--- config.mk ---
export PLATFORM = sky130hd
export DESIGN_NAME = uart_rx_cfg
export DESIGN_NICKNAME = d
export VERILOG_FILES = /design/src/rtl/uart_defs_pkg.sv /design/src/rtl/uart_baud_cnt.sv /design/src/rtl/uart_rx_cfg.sv
export SDC_FILE = /design/constraint.sdc
export NUM_CORES = 1
export LEC_CHECK = 0
export BUFFER_PORTS_ARGS = -buffer_cell sky130_fd_sc_hd__buf_4
export CAP_MARGIN = 30
export CORE_UTILIZATION = 55
export CTS_CLUSTER_SIZE = 14
export DETAILED_ROUTE_END_ITERATION = 16
export PLACE_DENSITY_LB_ADDON = 0.25
export SETUP_SLACK_MARGIN = 0.15
export SYNTH_ARGS = -nofsm -noshare
export SYNTH_HDL_FRONTEND = slang
export SYNTH_SLANG_ARGS = --single-unit
export TNS_END_PERCENT = 50
--- constraint.sdc ---
create_clock -name clk -period 2.7 [get_ports clk]
set_input_delay 0.135 -clock clk [delete_from_list [all_inputs] [get_ports clk]]
set_output_delay 0.135 -clock clk [all_outputs]
set_load 0.01 [all_outputs]
--- src/rtl/uart_defs_pkg.sv ---
`default_nettype none
// ============================================================================
// Module      : uart_defs (package)
// Description : Shared UART definitions: receiver FSM encoding, parity mode
//               constants and the baud-divider derivation used by both the
//               receiver and the transmitter.
// Revision    : 1.0 - initial configurable-receiver release
// ============================================================================
package uart_defs;

  // Receiver FSM encoding
  typedef enum logic [2:0] {
    ST_IDLE   = 3'd0,
    ST_START  = 3'd1,
    ST_DATA   = 3'd2,
    ST_PARITY = 3'd3,
    ST_STOP   = 3'd4
  } rx_state_e;

  // Parity mode encoding
  localparam logic [1:0] PARITY_NONE = 2'd0;
  localparam logic [1:0] PARITY_EVEN = 2'd1;
  localparam logic [1:0] PARITY_ODD  = 2'd2;

  // Clock cycles per bit (integer division, no fractional correction)
  function automatic int calc_baud_div(input int clk_freq, input int baud_rate);
    return clk_freq / baud_rate;
  endfunction

  // Mid-bit count around which the majority samples are taken
  function automatic int calc_half(input int baud_div);
    return baud_div / 2;
  endfunction

endpackage
`default_nettype wire

--- src/rtl/uart_baud_cnt.sv ---
`default_nettype none
// ============================================================================
// Module      : uart_baud_cnt
// Description : Bit-period counter. Counts 0..BAUD_DIV-1 while enabled and
//               strobes the three mid-bit sample points and the bit boundary.
// Revision    : 1.0 - initial release
// ============================================================================
module uart_baud_cnt #(
  parameter int BAUD_DIV = 520
) (
  input  logic clk,
  input  logic rst,
  input  logic clr,
  input  logic en,
  output logic mid_m1,
  output logic mid,
  output logic mid_p1,
  output logic wrap
);
  import uart_defs::*;

  localparam int                CNT_W = $clog2(BAUD_DIV);
  localparam int                HALF  = calc_half(BAUD_DIV);
  localparam logic [CNT_W-1:0]  C_LAST = CNT_W'(BAUD_DIV - 1);
  localparam logic [CNT_W-1:0]  C_M1   = CNT_W'(HALF - 1);
  localparam logic [CNT_W-1:0]  C_MID  = CNT_W'(HALF);
  localparam logic [CNT_W-1:0]  C_P1   = CNT_W'(HALF + 1);

  logic [CNT_W-1:0] cnt_q;
  logic [CNT_W-1:0] cnt_d;

  // Next count: clear has priority, otherwise wrap at the end of the bit
  always_comb begin
    cnt_d = cnt_q;
    if (clr) begin
      cnt_d = '0;
    end else if (en) begin
      cnt_d = (cnt_q == C_LAST) ? '0 : cnt_q + 1'b1;
    end
  end

  // Count register
  always_ff @(posedge clk or posedge rst) begin
    if (rst) cnt_q <= '0;
    else     cnt_q <= cnt_d;
  end

  // Decode strobes from the current count
  always_comb begin
    mid_m1 = en && (cnt_q == C_M1);
    mid    = en && (cnt_q == C_MID);
    mid_p1 = en && (cnt_q == C_P1);
    wrap   = en && (cnt_q == C_LAST);
  end

endmodule
`default_nettype wire

--- src/rtl/uart_rx_cfg.sv ---
`default_nettype none
// ============================================================================
// Module      : uart_rx_cfg
// Description : Configurable UART receiver (5..9 data bits, optional even/odd
//               parity, 1 or 2 stop bits) with 3-sample mid-bit majority vote
//               and parity/framing error reporting.
// Revision    : 1.0 - initial release
// ============================================================================
module uart_rx_cfg #(
  parameter int CLK_FREQ   = 5_000_000,
  parameter int BAUD_RATE  = 9600,
  parameter int DATA_BITS  = 8,
  parameter int PARITY_EN  = 0,
  parameter int PARITY_ODD = 0,
  parameter int STOP_BITS  = 1
) (
  input  logic                 clk,
  input  logic                 rst,
  input  logic                 rx,
  output logic [DATA_BITS-1:0] po_data,
  output logic                 po_flag,
  output logic                 parity_err,
  output logic                 frame_err,
  output logic                 busy
);
  import uart_defs::*;

  localparam int         BAUD_DIV  = calc_baud_div(CLK_FREQ, BAUD_RATE);
  localparam logic [3:0] LAST_DATA = 4'(DATA_BITS - 1);
  localparam logic [3:0] LAST_STOP = 4'(STOP_BITS - 1);
  localparam logic       PAR_EN    = (PARITY_EN != 0);
  localparam logic       PAR_ODD   = (PARITY_ODD != 0);

  // Synchroniser and edge history
  logic rx_meta_q, rx_meta_d;
  logic rx_sync_q, rx_sync_d;
  logic rx_hist_q, rx_hist_d;

  // FSM and datapath state
  rx_state_e            state_q, state_d;
  logic [3:0]           bit_idx_q, bit_idx_d;
  logic                 samp0_q, samp0_d;
  logic                 samp1_q, samp1_d;
  logic [DATA_BITS-1:0] shift_q, shift_d;
  logic                 par_err_q, par_err_d;
  logic                 frm_err_q, frm_err_d;

  // Output registers
  logic [DATA_BITS-1:0] po_data_q, po_data_d;
  logic                 po_flag_q, po_flag_d;
  logic                 po_perr_q, po_perr_d;
  logic                 po_ferr_q, po_ferr_d;

  logic start_edge;
  logic vote;
  logic exp_par;
  logic last_data;
  logic last_stop;
  logic frame_done;
  logic cnt_clr;
  logic mid_m1, mid, mid_p1, wrap;

  // Counter idles cleared so every frame starts its START bit at count 0
  uart_baud_cnt #(
    .BAUD_DIV (BAUD_DIV)
  ) u_baud_cnt (
    .clk    (clk),
    .rst    (rst),
    .clr    (cnt_clr),
    .en     (busy),
    .mid_m1 (mid_m1),
    .mid    (mid),
    .mid_p1 (mid_p1),
    .wrap   (wrap)
  );

  // Combinational helpers shared by the FSM and datapath
  always_comb begin
    start_edge = rx_hist_q & ~rx_sync_q;
    vote       = (samp0_q & samp1_q) | (samp0_q & rx_sync_q) | (samp1_q & rx_sync_q);
    exp_par    = (^shift_q) ^ PAR_ODD;
    last_data  = (bit_idx_q == LAST_DATA);
    last_stop  = (bit_idx_q == LAST_STOP);
  end

  // FSM state register
  always_ff @(posedge clk or posedge rst) begin
    if (rst) state_q <= ST_IDLE;
    else     state_q <= state_d;
  end

  // FSM next-state logic; the last stop bit exits at its decision point
  always_comb begin
    state_d = state_q;
    case (state_q)
      ST_IDLE: begin
        if (start_edge) state_d = ST_START;
      end
      ST_START: begin
        if (mid_p1 && vote) state_d = ST_IDLE;
        else if (wrap)      state_d = ST_DATA;
      end
      ST_DATA: begin
        if (wrap && last_data) state_d = PAR_EN ? ST_PARITY : ST_STOP;
      end
      ST_PARITY: begin
        if (wrap) state_d = ST_STOP;
      end
      ST_STOP: begin
        if (mid_p1 && last_stop) state_d = ST_IDLE;
      end
      default: state_d = ST_IDLE;
    endcase
  end

  // FSM outputs
  always_comb begin
    busy       = (state_q != ST_IDLE);
    cnt_clr    = (state_q == ST_IDLE);
    frame_done = (state_q == ST_STOP) && mid_p1 && last_stop;
  end

  // Synchroniser next values
  always_comb begin
    rx_meta_d = rx;
    rx_sync_d = rx_meta_q;
    rx_hist_d = rx_sync_q;
  end

  // Synchroniser registers; idle-high so reset never looks like a start edge
  always_ff @(posedge clk or posedge rst) begin
    if (rst) begin
      rx_meta_q <= 1'b1;
      rx_sync_q <= 1'b1;
      rx_hist_q <= 1'b1;
    end else begin
      rx_meta_q <= rx_meta_d;
      rx_sync_q <= rx_sync_d;
      rx_hist_q <= rx_hist_d;
    end
  end

  // Datapath: samples, bit index, shift register, error flags and outputs
  always_comb begin
    samp0_d   = samp0_q;
    samp1_d   = samp1_q;
    bit_idx_d = bit_idx_q;
    shift_d   = shift_q;
    par_err_d = par_err_q;
    frm_err_d = frm_err_q;
    po_data_d = po_data_q;
    po_perr_d = po_perr_q;
    po_ferr_d = po_ferr_q;
    po_flag_d = 1'b0;

    if (mid_m1) samp0_d = rx_sync_q;
    if (mid)    samp1_d = rx_sync_q;

    // Index restarts in every state so it serves both data and stop bits
    if (state_d != state_q) begin
      bit_idx_d = '0;
    end else if (wrap && (state_q == ST_DATA || state_q == ST_STOP)) begin
      bit_idx_d = bit_idx_q + 1'b1;
    end

    if (state_q == ST_IDLE && start_edge) begin
      par_err_d = 1'b0;
      frm_err_d = 1'b0;
    end

    if (state_q == ST_DATA && mid_p1) begin
      shift_d = {vote, shift_q[DATA_BITS-1:1]};
    end

    if (state_q == ST_PARITY && mid_p1 && (vote != exp_par)) begin
      par_err_d = 1'b1;
    end

    if (state_q == ST_STOP && mid_p1 && !vote) begin
      frm_err_d = 1'b1;
    end

    // Include the final stop decision, which is not yet in frm_err_q
    if (frame_done) begin
      po_flag_d = 1'b1;
      po_data_d = shift_q;
      po_perr_d = par_err_q;
      po_ferr_d = frm_err_q | ~vote;
    end
  end

  // Datapath and output registers
  always_ff @(posedge clk or posedge rst) begin
    if (rst) begin
      samp0_q   <= 1'b1;
      samp1_q   <= 1'b1;
      bit_idx_q <= '0;
      shift_q   <= '0;
      par_err_q <= 1'b0;
      frm_err_q <= 1'b0;
      po_data_q <= '0;
      po_flag_q <= 1'b0;
      po_perr_q <= 1'b0;
      po_ferr_q <= 1'b0;
    end else begin
      samp0_q   <= samp0_d;
      samp1_q   <= samp1_d;
      bit_idx_q <= bit_idx_d;
      shift_q   <= shift_d;
      par_err_q <= par_err_d;
      frm_err_q <= frm_err_d;
      po_data_q <= po_data_d;
      po_flag_q <= po_flag_d;
      po_perr_q <= po_perr_d;
      po_ferr_q <= po_ferr_d;
    end
  end

  // Port drivers
  always_comb begin
    po_data    = po_data_q;
    po_flag    = po_flag_q;
    parity_err = po_perr_q;
    frame_err  = po_ferr_q;
  end

endmodule
`default_nettype wire

==> results.md <==
* Detail Route Antenna Nets at 0
* RePlAce Congestion at approximately 0.86
* CTS Buffer Depth at 2
* Total Routed Length at around 3600 um
* DRC at 0
* Total negative slack at 0 ns
* Top-level I/O count at 15
* Synthesis Warnings at 0
* Via density at 5.408
* # nets final at between 200 and 250
* Count of final hold-check violations at 0
* Antenna Cells at 0
* Slew HR at about three fifths
* Gate power share at about 16%
* GRT Residual Overflow at 0
* Post-layout min period at between 2 and 2.5 ns
* Ys async rst share at 100.0%
* Clock transition at path regs at approximately 0.07 ns
* Skew final at about 0.0047 ns
* Global route hottest layer: met2
* Synthesized area at approximately 2100 um2
* Num rows at 22
* Worst Hold Class: reg -> reg
* Internal at 977.9 uW
* Post-Syn Instances at 190
* GRT Total Usage at approximately 21%
* Core area at between 3000 and 4000 um2
* CTS sink count at 43
* Initial antenna violation count at 0
* Post-DP HPWL at roughly 2700 um
* Die area at 4141 um2
* Commonest non-fill, non-tap cell in the layout: dfrtp_1
* Critical path capture point type: flip-flop
* Synthesized net count at a little under 200
* Met2 GRT Util at 34.74%
* Vias in the first global route at 1450
* Cell variety after synth at 40
* F_max at between 400 and 500 MHz
* Worst-Skew Late Latency at 0.29 ns
* Status: completed
* Post-CTS Setup Inserts at 0
* Placed cell area at 2248 um2
* Worst-margin pin slew at about 0.62 ns
* Endpoints failing setup at 0
* Largest net degree at the start of global routing at 29
* Grt met3 use at between 5 and 6%
* Most frequent cells in the layout: dfrtp_1, nor2_1, buf_4
* Iter 0 DRT Violations at slightly above 80
* Max_cap viols at 0
* CP required at between 2 and 3 ns
* Min setup slack post-route at 0.3241 ns
* Total CTS buffers at 5
* First-pass GRT wire length at 6499 um
* Buffers on Ports at 14
* Worst-path fanout max at 8
* Unrepaired setup endpoints after global routing: no
* Net Sw Power at 378.3 uW
* Top_reg_cell synth: dfrtp_1
* Maximum vdd drop at 0.4594 mV
* Met1 Track Usage GR at approximately a quarter
* CTS resizes at 0
* Power share of the sequential group at 55.1%
* Sw Ratio at 27.90%
* CP Data Arrival Time at 2.55 ns
* Pwr/cell area at approximately 580 nW/um2
* Syn avg cell area at around 11 um2
* Share of total power in the clock network at around 30%
* EDFF count, synth at 0
* Drt wl/cell at 14.05 um
* H-tree levels at 2
* Cells after DPL at about 250
* Final Power at between 1 and 1.5 mW
* Final Cycle Share at between 80% and 90%
* TritonCTS clock tree: yes
* Share of cells above drive strength 1 at 24.64%
* Worst R2R Setup Slack at 0.32 ns
* Seq/Total Area, Yosys at between 50% and 60%
* Starting Density at around 58%
* Setup CP Type: reg -> reg
* Fill cells at about 320
* Post-route cell area at about 2400 um2
* Final Max Tran Viols at 0
* Worst slack, placed at roughly 0.35 ns
* Die Ht at 64.35 um
* Clock tree root driver cell: clkbuf_8
* Pleak at 1.136 nW
* CTS Hold Bufs at 2
* Area grow syn2layout at 10.18%
* Final Non-Filler Cells at approximately 260
* DRT Pass-1 Iters at 4
* Critical path launch point type: flip-flop
* DR vias at ~1400
* Yosys reg bits at 43
* Die W at between 60 and 70 um
[worst paths after layout]
path | from | end | depth (start not counted)
max | u_baud_cnt.cnt_q[3]$_DFF_PP0_ | shift_q[0]$_DFFE_PP0P_ | 5
min | rx_meta_q$_DFF_PP1_ | rx_hist_d$_DFF_PP1_ | 0
max reg2reg | u_baud_cnt.cnt_q[3]$_DFF_PP0_ | shift_q[0]$_DFFE_PP0P_ | 5
min reg2reg | rx_meta_q$_DFF_PP1_ | rx_hist_d$_DFF_PP1_ | 0
max in group asynchronous | rst | state_q[1]$_DFF_PP0_ | 4
min in group asynchronous | rst | u_baud_cnt.cnt_q[9]$_DFF_PP0_ | 3
[stage by stage]
stage	hold WS, ns	utilization (%)
4_1_cts	0.3616	63.87
3_3_place_gp	0.2159	60.96
3_5_place_dp	0.2221	60.96
5_1_grt	0.3668	63.87
2_1_floorplan	0.1395	-
6_report	0.3594	63.87
[worst max-delay path, cell delays in order (launching register included)]
cell	delay, ns
dfrtp_1	0.43
or4_4	0.57
nor3_2	0.23
nand2_1	0.10
or3_1	0.57
mux2_4	0.37
[power by group through the flow]
stage / clock, mW / combinational [mW] / sequential [mW]
floorplan: 0 / 0.196 / 0.730
global placement: 0 / 0.202 / 0.756
detailed placement: 0 / 0.209 / 0.759
CTS: 0.412 / 0.213 / 0.746
global route: 0.439 / 0.245 / 0.757
finish: 0.398 / 0.210 / 0.748
[kinds of logic after synthesis]
group | Yosys count | synth area share [%]
AND/OR/NAND/NOR | 69 | 16.97
flip-flops | 43 | 50.61
XOR/XNOR | 19 | 7.782
multiplexers | 19 | 11.41
buffers and inverters | 18 | 5.032
AO/OA/AOI/OAI | 16 | 4.798
adder cells (fa/ha/maj) | 6 | 3.394
[area by class of cell]
cell class	instances	area, um2	share of cell area [%]
flip-flops and latches	43	1082	45.94
inverters	10	37.54	1.593
clock buffers	6	82.58	3.505
clock inverters	1	5.005	0.2124
repair buffers	18	140.1	5.948
well taps	48	60.06	2.549
multi-input cells	129	948.4	40.25
[registers in the layout, summed over array words and instances, names as in the netlist]
signal            cells
frm_err_q             1
frame_err             1
rx_hist_d             1
samp1_q               1
par_err_q             1
parity_err            1
u_baud_cnt.cnt_q     10
rx_meta_q             1
po_flag               1
shift_q               8
rx_hist_q             1
state_q               3
samp0_q               1
bit_idx_q             4
po_data               8
[synth_stat cells, drive strengths merged (5+ instances only)]
master | count | area (um2)
nor2 | 21 | 78.83
inv | 10 | 37.54
mux2 | 19 | 244.0
dfrtp | 38 | 950.9
nand3 | 10 | 50.05
ha | 5 | 62.56
a21oi | 5 | 25.02
xnor2 | 13 | 113.9
nand2 | 11 | 41.29
xor2 | 6 | 52.55
clkbuf | 5 | 40.03
dfstp | 5 | 131.4
[metal layers]
metal / part of all wire (%) / wire (um)
met1: 45 / 1606
met3: 3.3 / 117
met5: 0 / 0
met4: 2.2 / 79
met2: 50 / 1778
(Power assumes the default switching activity.)
